--- src/rtl/flag_branch_ctrl.sv ---
// -----------------------------------------------------------------------------
// flag_branch_ctrl
//
// Owns the {Z,V,N} flag register written by the EX-stage ALU and resolves
// conditional branches sitting in ID against those registered flags. When the
// instruction in EX is about to rewrite flags, a branch in ID is held for one
// cycle (flag_stall) so that it resolves against the updated flags.
//
// Parameters
//   FLAG_RST      reset value of flags {Z,V,N}
//   CNT_W         width of the saturating flag-update counter
//
// Ports
//   clk           system clock, rising edge
//   rst_n         asynchronous active-low reset
//   ex_valid      EX stage holds a real instruction
//   ex_alu_op     ALU opcode of the EX instruction
//   ex_result     ALU result of the EX instruction
//   ex_ovfl       ALU add/sub overflow of the EX instruction
//   stall_ex      EX held this cycle (instruction does not advance)
//   flush_ex      EX instruction squashed this cycle
//   id_is_branch  ID holds a conditional branch
//   id_cond       branch condition code
//   flags         registered flags {Z,V,N}
//   flag_stall    hold PC/IF/ID, bubble into EX
//   branch_taken  branch in ID resolves taken
//   upd_cnt       committed flag updates, saturating
// -----------------------------------------------------------------------------
module flag_branch_ctrl #(
  parameter logic [2:0] FLAG_RST = 3'b000,
  parameter int         CNT_W    = 16
) (
  input  logic             clk,
  input  logic             rst_n,
  input  logic             ex_valid,
  input  logic [3:0]       ex_alu_op,
  input  logic [15:0]      ex_result,
  input  logic             ex_ovfl,
  input  logic             stall_ex,
  input  logic             flush_ex,
  input  logic             id_is_branch,
  input  logic [2:0]       id_cond,
  output logic [2:0]       flags,
  output logic             flag_stall,
  output logic             branch_taken,
  output logic [CNT_W-1:0] upd_cnt
);

  localparam logic [3:0] OP_ADD = 4'b1001;
  localparam logic [3:0] OP_SUB = 4'b1010;
  localparam logic [3:0] OP_XOR = 4'b1011;
  localparam logic [3:0] OP_SLL = 4'b0001;
  localparam logic [3:0] OP_SRA = 4'b0010;
  localparam logic [3:0] OP_ROR = 4'b0100;

  localparam logic [CNT_W-1:0] CNT_MAX = '1;
  localparam logic [CNT_W-1:0] CNT_ONE = {{(CNT_W-1){1'b0}}, 1'b1};

  logic wr_full;   // writes Z, V and N
  logic wr_z;      // writes Z only
  logic writer;
  logic commit;
  logic flag_z, flag_v, flag_n;
  logic cond_met;

  assign wr_full = (ex_alu_op == OP_ADD) || (ex_alu_op == OP_SUB);
  assign wr_z    = (ex_alu_op == OP_XOR) || (ex_alu_op == OP_SLL) ||
                   (ex_alu_op == OP_SRA) || (ex_alu_op == OP_ROR);
  assign writer  = wr_full | wr_z;
  assign commit  = ex_valid & ~stall_ex & ~flush_ex;

  assign flag_z = flags[2];
  assign flag_v = flags[1];
  assign flag_n = flags[0];

  always_ff @(posedge clk or negedge rst_n) begin
    if (!rst_n) begin
      flags   <= FLAG_RST;
      upd_cnt <= '0;
    end else if (commit && writer) begin
      flags[2] <= (ex_result == 16'h0000);
      if (wr_full) begin
        flags[1] <= ex_ovfl;
        flags[0] <= ex_result[15];
      end
      if (upd_cnt != CNT_MAX) begin
        upd_cnt <= upd_cnt + CNT_ONE;
      end
    end
  end

  always_comb begin
    cond_met = 1'b0;
    case (id_cond)
      3'b000:  cond_met = ~flag_z;                        // NE
      3'b001:  cond_met = flag_z;                         // EQ
      3'b010:  cond_met = ~flag_z & ~flag_n;              // GT
      3'b011:  cond_met = flag_n;                         // LT
      3'b100:  cond_met = flag_z | (~flag_z & ~flag_n);   // GE
      3'b101:  cond_met = flag_n | flag_z;                // LE
      3'b110:  cond_met = flag_v;                         // OV
      default: cond_met = 1'b1;                           // UN
    endcase
  end

  // The stall ignores id_cond on purpose: it only depends on whether the EX
  // instruction writes any flag, which keeps the hazard path shallow.
  // A bubble injected after a stall has ex_valid=0, so it cannot re-stall.
  assign flag_stall   = rst_n & id_is_branch & ex_valid & ~flush_ex & writer;
  assign branch_taken = rst_n & id_is_branch & ~flag_stall & cond_met;

endmodule

--- config.mk ---
export PLATFORM = sky130hd
export DESIGN_NAME = flag_branch_ctrl
export DESIGN_NICKNAME = d
export VERILOG_FILES = /design/src/rtl/flag_branch_ctrl.sv
export SDC_FILE = /design/constraint.sdc
export NUM_CORES = 1
export LEC_CHECK = 0
export BUFFER_PORTS_ARGS = -buffer_cell sky130_fd_sc_hd__buf_2
export CAP_MARGIN = 20
export CELL_PAD_IN_SITES_DETAIL_PLACEMENT = 1
export CELL_PAD_IN_SITES_GLOBAL_PLACEMENT = 2
export CORE_ASPECT_RATIO = 0.6
export CORE_MARGIN = 3
export CORE_UTILIZATION = 26
export DETAILED_ROUTE_END_ITERATION = 6
export GPL_ROUTABILITY_DRIVEN = 0
export GPL_TIMING_DRIVEN = 0
export PLACE_DENSITY_LB_ADDON = 0.1
export SYNTH_ARGS = -nofsm -noshare
export SYNTH_HDL_FRONTEND = slang
export SYNTH_SLANG_ARGS = --single-unit
--- constraint.sdc ---
create_clock -name clk -period 2.25 [get_ports clk]
set_input_delay 0.675 -clock clk [delete_from_list [all_inputs] [get_ports clk]]
set_output_delay 0.675 -clock clk [all_outputs]
set_load 0.01 [all_outputs]
==> results of run 1 <==
-- per-layer routing --
| metal | up-vias | share of wire (%) | GRT usage, % |
|---|---|---|---|
| li1 | 513 | - | - |
| met1 | 498 | 50 | 18.5 |
| met2 | 23 | 45 | 20.9 |
| met3 | 2 | 4.3 | 4.42 |
| met4 | 0 | 0.24 | 1.31 |
| met5 | - | 0 | 0 |
-- cell type report --
| type | instances | area (um^2) | share of cell area, % |
|---|---|---|---|
| clock buffer | 4 | 45.0 | 2.92 |
| multi-input combinational | 87 | 648 | 42.0 |
| tap | 57 | 71.3 | 4.63 |
| timing repair buffer | 53 | 294 | 19.1 |
| inverter | 2 | 7.51 | 0.487 |
| sequential | 19 | 475 | 30.8 |
-- power by group through the flow --
| stage | Sequential [mW] | Clock, mW | Combinational (mW) |
|---|---|---|---|
| final | 0.422 | 0.244 | 0.182 |
| after floorplan | 0.437 | 0 | 0.0692 |
| after global placement | 0.426 | 0 | 0.170 |
| after global routing | 0.429 | 0.275 | 0.203 |
| after detailed placement | 0.429 | 0 | 0.175 |
| after CTS | 0.422 | 0.255 | 0.185 |
-- critical path: cells and delay by family --
kind / cells / cell delay, ns
AOI/OAI and AO/OA: 1 / 0.20
buffers and inverters: 2 / 0.24
and+or+nand+nor: 3 / 0.48
-- cell usage after synthesis, drive strengths merged --
cell    instances
o21a            2
o21ba           1
mux2i           1
o31ai           1
nor2            6
a211oi          2
nor4            6
nor2b           2
nand2b          4
nor3            4
a31oi           2
nand3           7
xnor2           8
and3            4
and2            1
xor2            5
nor4b           1
o21ai           3
and4            2
or3             1
mux2            3
dfrtp          19
nor3b           1
nand4b          2
a21oi           3
nand4           6
or3b            1
inv             2
ha              1
nand3b          1
nand2           6
-- metrics by stage --
step | hold WS (ns) | cells
final | 0.320 | 222
after CTS | 0.377 | 220
after global routing | 0.329 | 222
after global placement | 0.476 | 215
after detailed placement | 0.484 | 215
after floorplan | 0.379 | 108
-- kinds of logic after synthesis --
family / synth area share [%]
adder cells (fa/ha/maj): 1.13
multiplexers: 3.96
XOR/XNOR: 10.3
buffers and inverters: 0.679
AND/OR/NAND/NOR: 30.7
AO/OA/AOI/OAI: 10.3
flip-flops: 43.0
-- state kept, by name, summed over array words and instances, names as in the netlist --
signal,flops
upd_cnt,16
flags,3
-- placed cells by master (no fill, tap or decap), types with 4 or more instances in the layout --
master / count
xnor2_1: 8
nor3_1: 4
buf_4: 4
dfrtp_1: 19
nand2_1: 6
nand4_1: 6
nand3_1: 7
buf_2: 46
nor2_1: 6
xor2_1: 5
nor4_1: 5
-- repair_timing --
action	CTS	global route
buffers inserted	1	2
endpoints found under the hold margin	0	0
setup endpoints to repair	2	5
pin swaps	3	2
gates resized for setup	8	2
-- final timing paths --
kind                                         startpoint                      end  slack [ns]
max in group asynchronous                         rst_n  upd_cnt[11]$_DFFE_PN0P_        1.70
worst min-delay path                              rst_n   upd_cnt[9]$_DFFE_PN0P_        0.32
worst min register to register  upd_cnt[11]$_DFFE_PN0P_  upd_cnt[11]$_DFFE_PN0P_        0.49
worst max register to register   upd_cnt[0]$_DFFE_PN0P_   upd_cnt[1]$_DFFE_PN0P_        0.21
min in group clk                upd_cnt[11]$_DFFE_PN0P_  upd_cnt[11]$_DFFE_PN0P_        0.49
worst max-delay path                       ex_alu_op[3]             branch_taken       -0.03
==> reports/metrics.cfg, run 1 <==
[power]
switching_share_pct = 29.9
power.net_switching_mw = 0.254
ir_worst_vdd_v = 0.000220
p_per_area_nw_per_um2 = 551
leakage_nw = 0.727
p_seq_share_pct = 49.7
finalPower_mw = 0.849
intPower_mw = 0.595
combinationalPowerShare_pct = 21.5
p_clk_share_pct = 28.8

[yosys]
synth_cell_types = 35
synth_nets = 139
synth_area_leaders = dfrtp_1, xnor2_1, xor2_1
yosys.area.top_type = dfrtp_1
synth_seq_cells = 19
synth.avg_cell_area_um2 = 10.2
synth_cells = 108
yosysSeqAreaShare_pct = 43.0
ys_warn_count = 0
synth_top_area_share_pct = 43.0
synth_area_um2 = 1110

[job]
drv_cap = 0

[critical_path]
startpoint_type = input pin
worst_path_largest_cell_delay_ns = 0.20
endpoint_kind = output pin
crit_type = in2out
worstPathMaxFanout = 3
arrival_ns = 1.61
ff2ff_path_depth = 6
path_cells = buf_8, nand3b_1, a21oi_4, nand2b_4, nor3b_2, buf_2
crit_slowest_cell = a21oi_4
critical_path_required_ns = 1.57

[sta]
finalMaxSlewViolations = 0
fmax_mhz = 439
hold_violations = 0
rsz0062_at_grt = yes
final.min_clock_period_ns = 2.28
setup_viol_count_final = 1
slew_headroom_pct = 66.8
setup_slack_ns = -0.0305
finalSetupTns_ns = -0.0305
worst_pin_slew_ns = 0.494
fin_crit_sh_pct = 101
clock_skew_ns = 0.00440

[global_route]
grt_pass1_vias = 1077
antenna_found_initial = 0
grt_use_total_pct = 13.3
grt_max_degree = 21
grt-ovfl-total = 0
grt_pass1_wl_um = 5410

[routing]
firstDrtPassIters = 4
vias = 1036
routed_wl_um = 3360
vias_per_cell = 4.67
drc = 0
wire_per_inst_um = 15.1
drtIter0Drc = 16
antenna_left = 0

[layout]
diodes = 0
area_growth_pct = 39.4
fillers = 483
nets = 197
fin_util_pct = 39.8
fin_area_um2 = 1540
layout-drive-gt1-share_pct = 41.2

[clock_network]
clk_latency_ns = 0.26
clk_pin_slew_ns = 0.08
cts_sinks = 19
postCtsHoldBufs = 0
cts_tree = built
cts_made_buffers = 3
h-tree-depth = 1
root_buffer = clkbuf_8
cts_buffer_depth = 2

[place]
post-place-ws_ns = -0.242
dp_hpwl_um = 2660
io_buffers = 50
place_area_um2 = 1430

[floorplanning]
fp.coreArea_um2 = 3870
die_h_um = 56.5
die_w_um = 90.2
die_area_um2 = 5100
io_pins = 51
core.rowCount = 17
initial_core_util_pct = 28.6

[status]
violations = setup timing
status = complete, but fails checks

[min_path]
worstHoldPathType = in2async

Power figures use the tool's default switching activity.
==> run 2: changes to the inputs <==
--- a/config.mk
+++ b/config.mk
@@ -7,7 +7,7 @@
 export LEC_CHECK = 0
 export BUFFER_PORTS_ARGS = -buffer_cell sky130_fd_sc_hd__buf_2
 export CAP_MARGIN = 20
-export CELL_PAD_IN_SITES_DETAIL_PLACEMENT = 1
+export CELL_PAD_IN_SITES_DETAIL_PLACEMENT = 0
 export CELL_PAD_IN_SITES_GLOBAL_PLACEMENT = 2
 export CORE_ASPECT_RATIO = 0.6
 export CORE_MARGIN = 3
==> run 2 against run 1 <==
Net effect: the flow still finishes with violations (setup timing); final cell count did not move; sequential power barely moved; sequential cell count did not move; first-iteration DRC count rose to 2.5 times the previous value; count of clock-buffer cells in the layout did not move; largest power group unchanged; critical path depth did not move; total power rose by 0.27%; wire length fell by 11%; non-clock buffer count did not move; worst setup slack got worse by 0.0045 ns; global-route usage fell by 1.5 points; sequential share of layout area did not move; highest routed layer unchanged.
==> reports/metrics.cfg, run 2 (same netlist as run 1, synthesis figures left out) <==
[status]
status = complete, but fails checks
violations = setup timing

[critical_path]
ff2ff_path_depth = 6  ; unchanged
crit_type = in2out
crit_end = branch_taken
reg2reg_slack_ns = 0.27  ; +0.06 ns
reg2reg_to = upd_cnt[1]$_DFFE_PN0P_
endpoint_kind = output pin
worstPathMaxFanout = 3  ; unchanged
startpoint_type = input pin
arrival_ns = 1.61  ; about the same
cp-startpoint = ex_alu_op[3]
critical_path_required_ns = 1.57  ; about the same
rr_startpoint = upd_cnt[0]$_DFFE_PN0P_

[routing]
drtIter0Drc = 40  ; +24
vias = 1020  ; -1.5%
firstDrtPassIters = 4  ; unchanged
antenna_left = 0  ; unchanged
drc = 0  ; unchanged
wire_per_inst_um = 13.5  ; -11%
routed_wl_um = 3000  ; -11%
vias_per_cell = 4.59  ; -1.5%

[clock_network]
clk_latency_ns = 0.26  ; about the same
clk_pin_slew_ns = 0.08  ; about the same
h-tree-depth = 1  ; unchanged
cts_tree = built
cts_sinks = 19  ; unchanged
cts_buffer_depth = 2  ; unchanged
cts_made_buffers = 3  ; unchanged
root_buffer = clkbuf_8

[power]
p_seq_share_pct = 49.3  ; -0.4 points
switching_share_pct = 29.8  ; -0.035 points
combinationalPowerShare_pct = 21.6  ; about the same
ir_worst_vdd_v = 0.000234  ; +6.5%
power.net_switching_mw = 0.254  ; +0.15%
p_clk_share_pct = 29.1  ; +0.3 points
p_per_area_nw_per_um2 = 552  ; +0.27%
leakage_nw = 0.727  ; unchanged
intPower_mw = 0.597  ; +0.32%

[global_route]
grt-ovfl-total = 0  ; unchanged
grt_max_degree = 21  ; unchanged
grt_use_total_pct = 11.8  ; -1.5 points
antenna_found_initial = 0  ; unchanged
grt_pass1_wl_um = 4840  ; -11%
grt_pass1_vias = 970  ; -9.9%

[layout]
final_cell_mix = buf_2, dfrtp_1, xnor2_1
diodes = 0  ; unchanged
layout_commonest_cell = buf_2
top_register = upd_cnt
area_growth_pct = 39.4  ; unchanged
nets = 197  ; unchanged
largest_reg_flops = 16  ; unchanged
top_regs = upd_cnt: 16 flops, flags: 3 flops
fin_cells = 222  ; unchanged
layout-drive-gt1-share_pct = 41.2  ; unchanged

[floorplanning]
fp.coreArea_um2 = 3870  ; unchanged
initial_core_util_pct = 28.6  ; unchanged
io_pins = 51  ; unchanged
core.rowCount = 17  ; unchanged
die_area_um2 = 5100  ; unchanged
die_h_um = 56.5  ; unchanged
die_w_um = 90.2  ; unchanged

[place]
post-place-ws_ns = -0.252  ; -0.00921 ns
dp_hpwl_um = 2340  ; -12%
placedCellCount = 215  ; unchanged
io_buffers = 50  ; unchanged

[sta]
rsz0062_at_grt = yes
worst_pin_slew_ns = 0.449  ; -0.0453 ns
fin_crit_sh_pct = 102  ; +0.20 points
setup_viol_count_final = 1  ; unchanged
slew_headroom_pct = 69.9  ; +3.0 points
final.min_clock_period_ns = 2.28  ; +0.00449 ns
fmax_mhz = 438  ; -0.20%
clock_skew_ns = 0.00883  ; +0.00443 ns
hold_violations = 0  ; unchanged
finalMaxSlewViolations = 0  ; unchanged
setup_slack_ns = -0.0349  ; -0.00449 ns

[job]
drv_cap = 0  ; unchanged

[min_path]
worstHoldPathType = in2async

run 2: worst max-delay path, cell delays in order:
cell      delay (ns)
buf_8           0.10
nand3b_1        0.19
a21oi_4         0.20
nand2b_4        0.15
nor3b_2         0.15
buf_2           0.15
run 2: cell type report:
cell class / count / area [um^2]
Clock buffer: 4 / 45.0
Fill cell: 409 / 2330
Inverter: 2 / 7.51
Multi-Input combinational cell: 87 / 648
Sequential cell: 19 / 475
Tap cell: 57 / 71.3
Timing Repair Buffer: 53 / 294
run 2: what timing repair did:
item | CTS | global route
setup endpoints to repair | 2 | 5
pin swaps | 3 | 1
cloned | 0 | 0
setup buffers | 1 | 2
gates resized for setup | 8 | 2
hold buffers | 0 | 0
run 2: worst min path at each step:
stage	slack, ns	cells past startpoint	end
floorplan	0.38	0	flags[0]$_DFFE_PN0P_
global placement	0.48	1	upd_cnt[11]$_DFFE_PN0P_
detailed placement	0.48	1	upd_cnt[11]$_DFFE_PN0P_
CTS	0.37	1	upd_cnt[9]$_DFFE_PN0P_
global route	0.32	1	upd_cnt[9]$_DFFE_PN0P_
finish	0.32	1	upd_cnt[9]$_DFFE_PN0P_
run 2: power groups by stage:
| stage | Clock, mW | Sequential (mW) | Combinational [mW] |
|---|---|---|---|
| global route | 0.275 | 0.428 | 0.206 |
| CTS | 0.257 | 0.420 | 0.181 |
| finish | 0.247 | 0.420 | 0.184 |
| floorplan | 0 | 0.437 | 0.0692 |
| detailed placement | 0 | 0.427 | 0.171 |
| global placement | 0 | 0.426 | 0.170 |
run 2: through the flow:
step           setup TNS [ns]  hold WS, ns  total power [mW]  util (%)  instance area [um^2]
2_1_floorplan               0        0.379             0.506         -                  1110
3_3_place_gp           -0.462        0.476             0.596      37.0                  1430
3_5_place_dp           -0.674        0.477             0.598      37.0                  1430
4_1_cts               -0.0492        0.374             0.858      39.2                  1520
5_1_grt                -0.157        0.323             0.910      39.8                  1540
6_report              -0.0349        0.316             0.851      39.8                  1540
run 2: metal layers:
layer  routed length (um)  global-route usage (%)  vias to the layer above
li1                     -                       -                      513
met1                 1580                    17.3                      479
met2                 1250                    16.9                       26
met3                  158                    4.55                        2
met4                    8                    1.31                        0
met5                    0                       0                        -
